`src/rtl/hazard_scoreboard.sv`:
```
// Pipeline hazard / writeback controller: mul/div scoreboard, D-stage stall,
// X-stage forwarding, regfile write-port arbitration and mul/div timeout.
module hazard_scoreboard #(
  parameter int unsigned NREGS      = 32,
  parameter int unsigned RW         = 5,
  parameter int unsigned DW         = 32,
  parameter int unsigned MD_TIMEOUT = 64
) (
  input  logic          clock,
  input  logic          reset,
  input  logic [RW-1:0] fd_rs_a,
  input  logic [RW-1:0] fd_rs_b,
  input  logic          fd_use_a,
  input  logic          fd_use_b,
  input  logic [RW-1:0] fd_rd,
  input  logic          fd_we,
  input  logic          fd_is_md,
  input  logic [RW-1:0] dx_rs_a,
  input  logic [RW-1:0] dx_rs_b,
  input  logic [RW-1:0] dx_rd,
  input  logic          dx_we,
  input  logic          dx_is_load,
  input  logic [RW-1:0] xm_rd,
  input  logic          xm_we,
  input  logic [RW-1:0] mw_rd,
  input  logic          mw_we,
  input  logic          md_start,
  input  logic          md_rdy,
  input  logic [DW-1:0] md_result,
  input  logic          branch_taken,
  output logic          stall_pc,
  output logic          stall_fd,
  output logic          bubble_dx,
  output logic          flush_fd,
  output logic [1:0]    fwd_a,
  output logic [1:0]    fwd_b,
  output logic          reg_we,
  output logic [RW-1:0] reg_wr,
  output logic          wb_md_sel,
  output logic [DW-1:0] wb_md_data,
  output logic          md_busy,
  output logic          md_err
);

  localparam int unsigned TW = (MD_TIMEOUT > 1) ? $clog2(MD_TIMEOUT) : 1;

  logic [NREGS-1:0] pending;
  logic [RW-1:0]    md_rd_q;
  logic             hold_v;
  logic [RW-1:0]    hold_rd;
  logic [DW-1:0]    hold_data;
  logic [TW-1:0]    tmo_cnt;

  logic             mw_w, md_fresh, md_w, md_wr_now;
  logic             md_accept, md_illegal, md_tmo;
  logic [RW-1:0]    md_dest;
  logic [NREGS-1:0] clr_mask, set_mask, tmo_mask, pend_d;
  logic             hazard;

  // Mul/div issue/complete qualification and regfile write-port arbitration
  always_comb begin
    mw_w       = mw_we & (mw_rd != '0);
    md_fresh   = md_rdy & md_busy;
    md_w       = md_fresh | hold_v;
    md_dest    = hold_v ? hold_rd : md_rd_q;
    md_wr_now  = md_w & ~mw_w;
    md_illegal = md_start & md_busy & ~md_rdy;
    md_accept  = md_start & (dx_rd != '0) & ~(md_busy & ~md_rdy);
    md_tmo     = md_busy & ~md_rdy & (tmo_cnt == TW'(MD_TIMEOUT - 1));
    clr_mask   = md_wr_now ? (NREGS'(1) << md_dest) : '0;
    set_mask   = md_accept ? (NREGS'(1) << dx_rd) : '0;
    tmo_mask   = md_tmo ? (NREGS'(1) << md_rd_q) : '0;
    // D stage sees a register freed by this cycle's write and one claimed by this cycle's issue
    pend_d     = ((pending & ~clr_mask) | set_mask) & ~NREGS'(1);
    reg_we     = 1'b0;
    reg_wr     = '0;
    wb_md_sel  = 1'b0;
    wb_md_data = '0;
    if (mw_w) begin
      reg_we = 1'b1;
      reg_wr = mw_rd;
    end else if (md_w) begin
      reg_we     = 1'b1;
      reg_wr     = md_dest;
      wb_md_sel  = 1'b1;
      wb_md_data = hold_v ? hold_data : md_result;
    end
  end

  // D-stage hazard detection; a taken branch squashes instead of stalling
  always_comb begin
    hazard = (dx_is_load & dx_we & (dx_rd != '0) &
              ((fd_use_a & (fd_rs_a == dx_rd)) | (fd_use_b & (fd_rs_b == dx_rd))))
           | (fd_use_a & pend_d[fd_rs_a])
           | (fd_use_b & pend_d[fd_rs_b])
           | (fd_we & pend_d[fd_rd])
           | (fd_is_md & md_busy & ~md_rdy);
    stall_pc  = 1'b0;
    stall_fd  = 1'b0;
    bubble_dx = 1'b0;
    flush_fd  = 1'b0;
    if (branch_taken) begin
      flush_fd  = 1'b1;
      bubble_dx = 1'b1;
    end else if (hazard) begin
      stall_pc  = 1'b1;
      stall_fd  = 1'b1;
      bubble_dx = 1'b1;
    end
  end

  // X-stage operand select: XM > MW > mul/div writeback > regfile, r0 never forwarded
  always_comb begin
    fwd_a = 2'b00;
    fwd_b = 2'b00;
    if (dx_rs_a != '0) begin
      if (xm_we && xm_rd == dx_rs_a)           fwd_a = 2'b01;
      else if (mw_w && mw_rd == dx_rs_a)       fwd_a = 2'b10;
      else if (md_wr_now && md_dest == dx_rs_a) fwd_a = 2'b11;
    end
    if (dx_rs_b != '0) begin
      if (xm_we && xm_rd == dx_rs_b)           fwd_b = 2'b01;
      else if (mw_w && mw_rd == dx_rs_b)       fwd_b = 2'b10;
      else if (md_wr_now && md_dest == dx_rs_b) fwd_b = 2'b11;
    end
  end

  // Scoreboard: clear on result write or timeout, set on accepted issue
  always_ff @(posedge clock or posedge reset) begin
    if (reset) pending <= '0;
    else       pending <= ((pending & ~clr_mask & ~tmo_mask) | set_mask) & ~NREGS'(1);
  end

  // Mul/div tracking: busy flag, destination, timeout counter, sticky error
  always_ff @(posedge clock or posedge reset) begin
    if (reset) begin
      md_busy <= 1'b0;
      md_rd_q <= '0;
      tmo_cnt <= '0;
      md_err  <= 1'b0;
    end else begin
      if (md_illegal || md_tmo) md_err <= 1'b1;
      if (md_accept) begin
        md_busy <= 1'b1;
        md_rd_q <= dx_rd;
        tmo_cnt <= '0;
      end else if (md_fresh || md_tmo) begin
        md_busy <= 1'b0;
      end else if (md_busy) begin
        tmo_cnt <= tmo_cnt + TW'(1);
      end
    end
  end

  // Hold buffer for a mul/div result that lost the write port to MW
  always_ff @(posedge clock or posedge reset) begin
    if (reset) begin
      hold_v    <= 1'b0;
      hold_rd   <= '0;
      hold_data <= '0;
    end else if (mw_w && md_fresh && !hold_v) begin
      hold_v    <= 1'b1;
      hold_rd   <= md_rd_q;
      hold_data <= md_result;
    end else if (md_wr_now && hold_v) begin
      hold_v <= 1'b0;
    end
  end

endmodule

```
`config.mk`:
```
export PLATFORM = sky130hd
export DESIGN_NAME = hazard_scoreboard
export DESIGN_NICKNAME = d
export VERILOG_FILES = /design/src/rtl/hazard_scoreboard.sv
export SDC_FILE = /design/constraint.sdc
export NUM_CORES = 1
export LEC_CHECK = 0
export ABC_AREA = 1
export ABC_CLOCK_PERIOD_IN_PS = 2360
export CAP_MARGIN = 15
export CORE_MARGIN = 8
export CORE_UTILIZATION = 47
export DETAILED_ROUTE_END_ITERATION = 16
export PLACE_DENSITY = 0.87
export SETUP_SLACK_MARGIN = 0.15
export SLEW_MARGIN = 20
export SYNTH_ARGS = -nofsm -noshare
export SYNTH_HDL_FRONTEND = slang
export SYNTH_SLANG_ARGS = --single-unit
```
`constraint.sdc`:
```
create_clock -name clock -period 2.36 [get_ports clock]
set_clock_uncertainty 0.15 [all_clocks]
set_input_delay 0.236 -clock clock [delete_from_list [all_inputs] [get_ports clock]]
set_output_delay 0.236 -clock clock [all_outputs]
set_load 0.01 [all_outputs]
```
# Word-level counts from Yosys, hierarchy flattened
# Cells that the tools add are included.
# classes
add_sub_neg	1
order_cmp	3
eq_ne	10
shift	3
muxes	37
n_bitwise	34
reduce_logical	20
# ops
operator	n
$mux 32	6
$shl 1x5->32 const A	3
$and 32x32->32	2
$not 32->32	2
$or 32x32->32	2
$eq 5x5->1	8
$reduce_bool 5->1	4
$and 1x1->1	19
$lt 5x6->1 const B	3
$mux 6	3
$mux 2	8
$bmux 1 s5	3
$mux 5	3
$mux 1	14
$logic_and 1x1->1	9
$add 6x1->6 const B	1
$eq 6x6->1 const B	1
$or 1x1->1	6
$reduce_bool 2->1	3
$not 1->1	3
$logic_or 1x1->1	2
$ne 2x2->1 const B	1
$reduce_and 2->1	1
$logic_not 1->1	1
# word_totals
reg_bits	82
inputBits	85
out_inout_bits	49

# Longest topological paths before layout
# depth
depth_word	17
ltp_mapped	21
mapped_depth_nobuf	19

# Least setup slack after synthesis
# No wires, ideal clock.
# synth_timing
path_type	reg2out
startpoint	register md_busy
endpoint	output port stall_pc
t_arrival_ns	2.147
setup_slack_ns	-0.173
stages_incl_launch_ff	22
path_buffers	2
cell_sequence	dfrtp_1 inv_1 nor2_1 nor2_1 nand2_4 inv_2 nand2_1 inv_2 buf_6 nand2_1 nand2_1 nand2_1 nand3_1 nand3_1 nand3_1 nand2_1 nand2_1 nand3_1 nand2_1 nor2_2 nor2_1 buf_4
# synth_between
elab_chain_cells	16
elab_cells_between_ends	28
cone_classes	10 x mux; 18 x bitwise
# synth_lines
item	line	source
start, declared	41	output logic md_busy,
start signal, assigned	137	md_busy <= 1'b0;
start signal, assigned	144	md_busy <= 1'b1;
start signal, assigned	148	md_busy <= 1'b0;
$and 1x1->1	63	md_fresh = md_rdy & md_busy;
$or 1x1->1	64	md_w = md_fresh | hold_v;
$and 1x1->1	66	md_wr_now = md_w & ~mw_w;
$mux 32	70	clr_mask = md_wr_now ? (NREGS'(1) << md_dest) : '0;
$not 32->32	74	pend_d = ((pending & ~clr_mask) | set_mask) & ~NREGS'(1);
$and 32x32->32	74	
$or 32x32->32	74	
$bmux 1 s5	94	| (fd_use_a & pend_d[fd_rs_a])
$mux 1 (not written as such)	94	
$and 1x1->1	94	
$or 1x1->1	94	
$or 1x1->1	95	| (fd_use_b & pend_d[fd_rs_b])
$or 1x1->1	96	| (fd_we & pend_d[fd_rd])
$or 1x1->1 (*)	97	| (fd_is_md & md_busy & ~md_rdy);
$mux 1 (*) (2 in series)	-	
end, declared	31	output logic stall_pc,
# Every way passes the cells marked *; elsewhere a longest branch is shown, timed or not. The select of a mux whose other input is x is not followed.

# Worst setup path after layout
# layout_timing
startpoint	register hold_v
endpoint	output port bubble_dx
# layout_between
elab_chain_cells	15
elab_cells_between_ends	23
cone_classes	1 x shift; 10 x mux; 12 x bitwise
# layout_lines
item	line	source
start, declared	49	logic hold_v;
start signal, assigned	158	hold_v <= 1'b0;
start signal, assigned	162	hold_v <= 1'b1;
start signal, assigned	166	hold_v <= 1'b0;
$mux 5 / $or 1x1->1 (equally long branches)	65, 64	
$shl 1x5->32 / $and 1x1->1 (equally long branches)	70, 66	
$mux 32 (*)	70	
$not 32->32 (*)	74	
$and 32x32->32 (*)	74	
$or 32x32->32 (*)	74	
$bmux 1 s5	94	
$mux 1 (not written as such)	94	
$and 1x1->1	94	
$or 1x1->1	94	
$or 1x1->1	95	
$or 1x1->1 (*)	96	
$or 1x1->1 (*)	97	
$mux 1 (*)	105	end else if (hazard) begin
$mux 1 (*)	102	if (branch_taken) begin
end, declared	33	output logic bubble_dx,
# Marked as above.

==> summary.txt <==
Routing
  – First-pass DRT Iterations: 11
  – Via/cell ratio: 5.975
  – Vias: 8479
  – 1st-iter DRT viols: 1097
  – Remaining routing DRC violations: 0
  – Total Routed Length: 29510 um
  – Antenna viol nets, final: 0
  – WL per Instance: 20.80 um

Die
  – Die Y: 131.4 um
  – # IOs: 134
  – Die W: 131.4 um
  – Starting density of the core: 47.68%
  – Core box area: 13140 um2
  – Die footprint: 17280 um2
  – Row count: 42

Place
  – Buffers added on ports: 133
  – Placer Congestion: 1.033
  – Placed inst area: 8562 um2
  – DP Wirelength: 18030 um
  – Worst slack, placed: -1038 ps

Global route
  – Number of global-route vias before repair: 8105
  – Met1 usage: 35.33%
  – Total gr overflow: 0
  – Global route hottest layer: met2
  – GR Layer Usage met3: 6.860%
  – First-pass GRT wire length: 41630 um
  – Gr usage total: 29.46%
  – Largest net degree at the start of global routing: 49
  – Met2 Use GR: 47.93%
  – Initial antenna violation count: 0

STA
  – Final Hold Vio Count: 0
  – Fin crit period: 3329 ps
  – FMAX: 300.4 MHz
  – Final WS setup: -968.9 ps
  – Final period util: 141.1%
  – Final Slew Violations: 0
  – Worst Tran Pin Value: 626.7 ps
  – Max_slew headroom: 58.13%
  – Final setup fails: 39
  – Final TNS setup: -9308 ps
  – Fin Hold WS: 145.1 ps
  – RSZ-0062 raised after global routing: true

Setup path
  – Critical Path RT: 1970 ps
  – Critical path launch point type: flop
  – R2R depth: 12
  – RR Endpoint: pending[5]
  – Setup CP Type: reg2out
  – Flop2flop setup slack: 290 ps
  – Crit Path Max Fanout: 6
  – Reg2Reg Launch Point: hold_v
  – CP Capture Type: output port
  – Crit path DAT: 2940 ps

Pwr
  – Clock Power Share: 26.0%
  – Combinational share of power: 43.7%
  – Sequential share of power: 30.3%
  – P_sw: 2.519 mW
  – Switching share of power: 38.45%
  – P_int: 4.031 mW
  – Tot Pwr: 6.550 mW
  – Static leakage: 4.777 nW
  – P per Cell Area: 670.5 nW/um2
  – Worst IR drop on VDD: 0.6570 mV

Logic synthesis
  – Netlist cell types: 37
  – Synthesis Warnings: 0
  – Sequential fraction of the synthesis area: 32.76%
  – Avg Synthesized Cell Area: 6.346 um2
  – Post-Syn Nets: 1073
  – Seq cells post-synth: 82
  – Post-synthesis cell count: 987
  – Mapped Area: 6264 um2

Outcome
  – Status: complete, but fails checks
  – Failing checks: setup timing

Clock network
  – Num CTS Buffers: 9
  – H-Tree Depth: 3
  – Worst-Skew Late Latency: 360 ps
  – Clk buf depth: 2
  – Clock root cell: clkbuf_16
  – CTS tree: yes
  – Hold buffer count at cts: 0
  – Clock sinks: 82
  – Clock transition at path regs: 70 ps

Final layout
  – Fin area: 9768 um2
  – Layout cells sized above 1: 31.21%
  – N_diodes: 0
  – Area grow syn2layout: 55.95%
  – Final net count: 1324

Run
  – Max cap viols: 0

Worst hold path
  – HP Class: in2async
synth_stat cells (all sizes together):
cell type  number  area share, %
a2111oi         1           0.14
a21boi         32            3.8
a21oi          46            3.9
a221oi          3           0.42
a31oi           1           0.10
and3            2           0.20
buf            22            2.4
clkbuf         31            1.9
clkinv          2           0.12
dfrtp          82             33
ha              1           0.20
inv            92            5.6
nand2         301             19
nand3         134             11
nand4          11            1.2
nor2          123            7.7
nor3            6           0.48
nor4            5           0.50
o21ai          53            4.2
o21bai          1           0.12
o22ai          10            1.0
o41ai           2           0.28
xnor2           8            1.1
xor2           18            2.5
kinds of logic after synthesis:
kind of cell | count (synthesis) | share of synthesized area, %
simple gates | 582 | 39.41
fa+ha+maj | 1 | 0.1997
compound gates | 149 | 13.98
xor+xnor | 26 | 3.636
flops | 82 | 32.76
buf+inv | 147 | 10.01
metrics by stage:
stage          instances  utilization (%)
4_1_cts             1394            71.11
5_1_grt             1419            74.35
2_1_floorplan        987                -
3_3_place_gp        1363            65.17
3_5_place_dp        1363            65.17
6_report            1419            74.35
registers in the layout (all words and copies together), names as in the netlist:
signal,flops
md_err,1
md_rd_q,5
pending,31
md_busy,1
tmo_cnt,6
hold_rd,5
hold_v,1
hold_data,32
worst max-delay path by stage:
stage	from	to
after global routing	hold_v	bubble_dx
after CTS	hold_v	bubble_dx
after detailed placement	mw_rd[2]	stall_pc
after global placement	md_rdy	bubble_dx
final	hold_v	bubble_dx
after floorplan	md_busy	stall_pc
timing repair:
item / 4_1_cts / 5_1_grt
setup buffers: 11 / 23
endpoints found under the hold margin: 0 / 0
setup endpoints to repair: 46 / 78
cloned: 4 / 2
gates resized for setup: 205 / 175
pin swaps: 44 / 62
worst max-delay path, stage by stage (launching register included):
cell	delay, ps
dfrtp_2	430
buf_12	150
inv_8	60
nand2_1	110
nand2_4	160
buf_4	130
nand3_1	120
nor2_1	190
nand2_1	90
nand2_2	100
nand2_2	90
nand2_1	80
nand3_2	80
nand3_2	90
nand3_2	80
nand2_2	70
nand2_1	70
nand3_2	90
nand2_2	60
nor2_4	130
nand2_1	50
buf_2	130
power by group through the flow:
stage	registers, mW	logic, mW	clock network, mW
6_report	1.98	2.86	1.71
5_1_grt	2.00	3.06	1.76
4_1_cts	1.92	2.42	1.68
3_5_place_dp	1.94	2.23	0
3_3_place_gp	1.93	2.20	0
2_1_floorplan	1.89	1.30	0
final cells by class:
type,count,area [um2]
clock buffers,11,252.7
inverters,94,370.4
flip-flops and latches,82,2053
repair buffers,290,2545
fillers,956,3369
well taps,176,220.2
multi-input cells,759,4200
repair inverters,2,18.77
clock inverters,5,107.6
per-layer routing:
layer / wire, um / share of wire (%)
met5: 0 / 0
met4: 1955 / 6.6
met3: 3148 / 11
met2: 13880 / 47
met1: 10530 / 36
layout by cell type (no fill, tap or decap), drive strengths merged:
cell and instances:
nand4 11, nor3 6, xor2 18, o41ai 2, xnor2 8, a31oi 1, dfrtp 82, a21oi 46
nor2 123, and3 2, nor4 5, a21boi 32, dlymetal6s2s 5, clkinv 2, clkbuf 13, clkinvlp 3
ha 1, clkdlybuf4s15 3, bufinv 3, inv 93, bufbuf 1, nand3 134, o21ai 53, a2111oi 1
o21bai 1, buf 197, clkdlybuf4s50 82, o22ai 10, nand2 302, a221oi 3
Power figures use the tool's default switching activity.
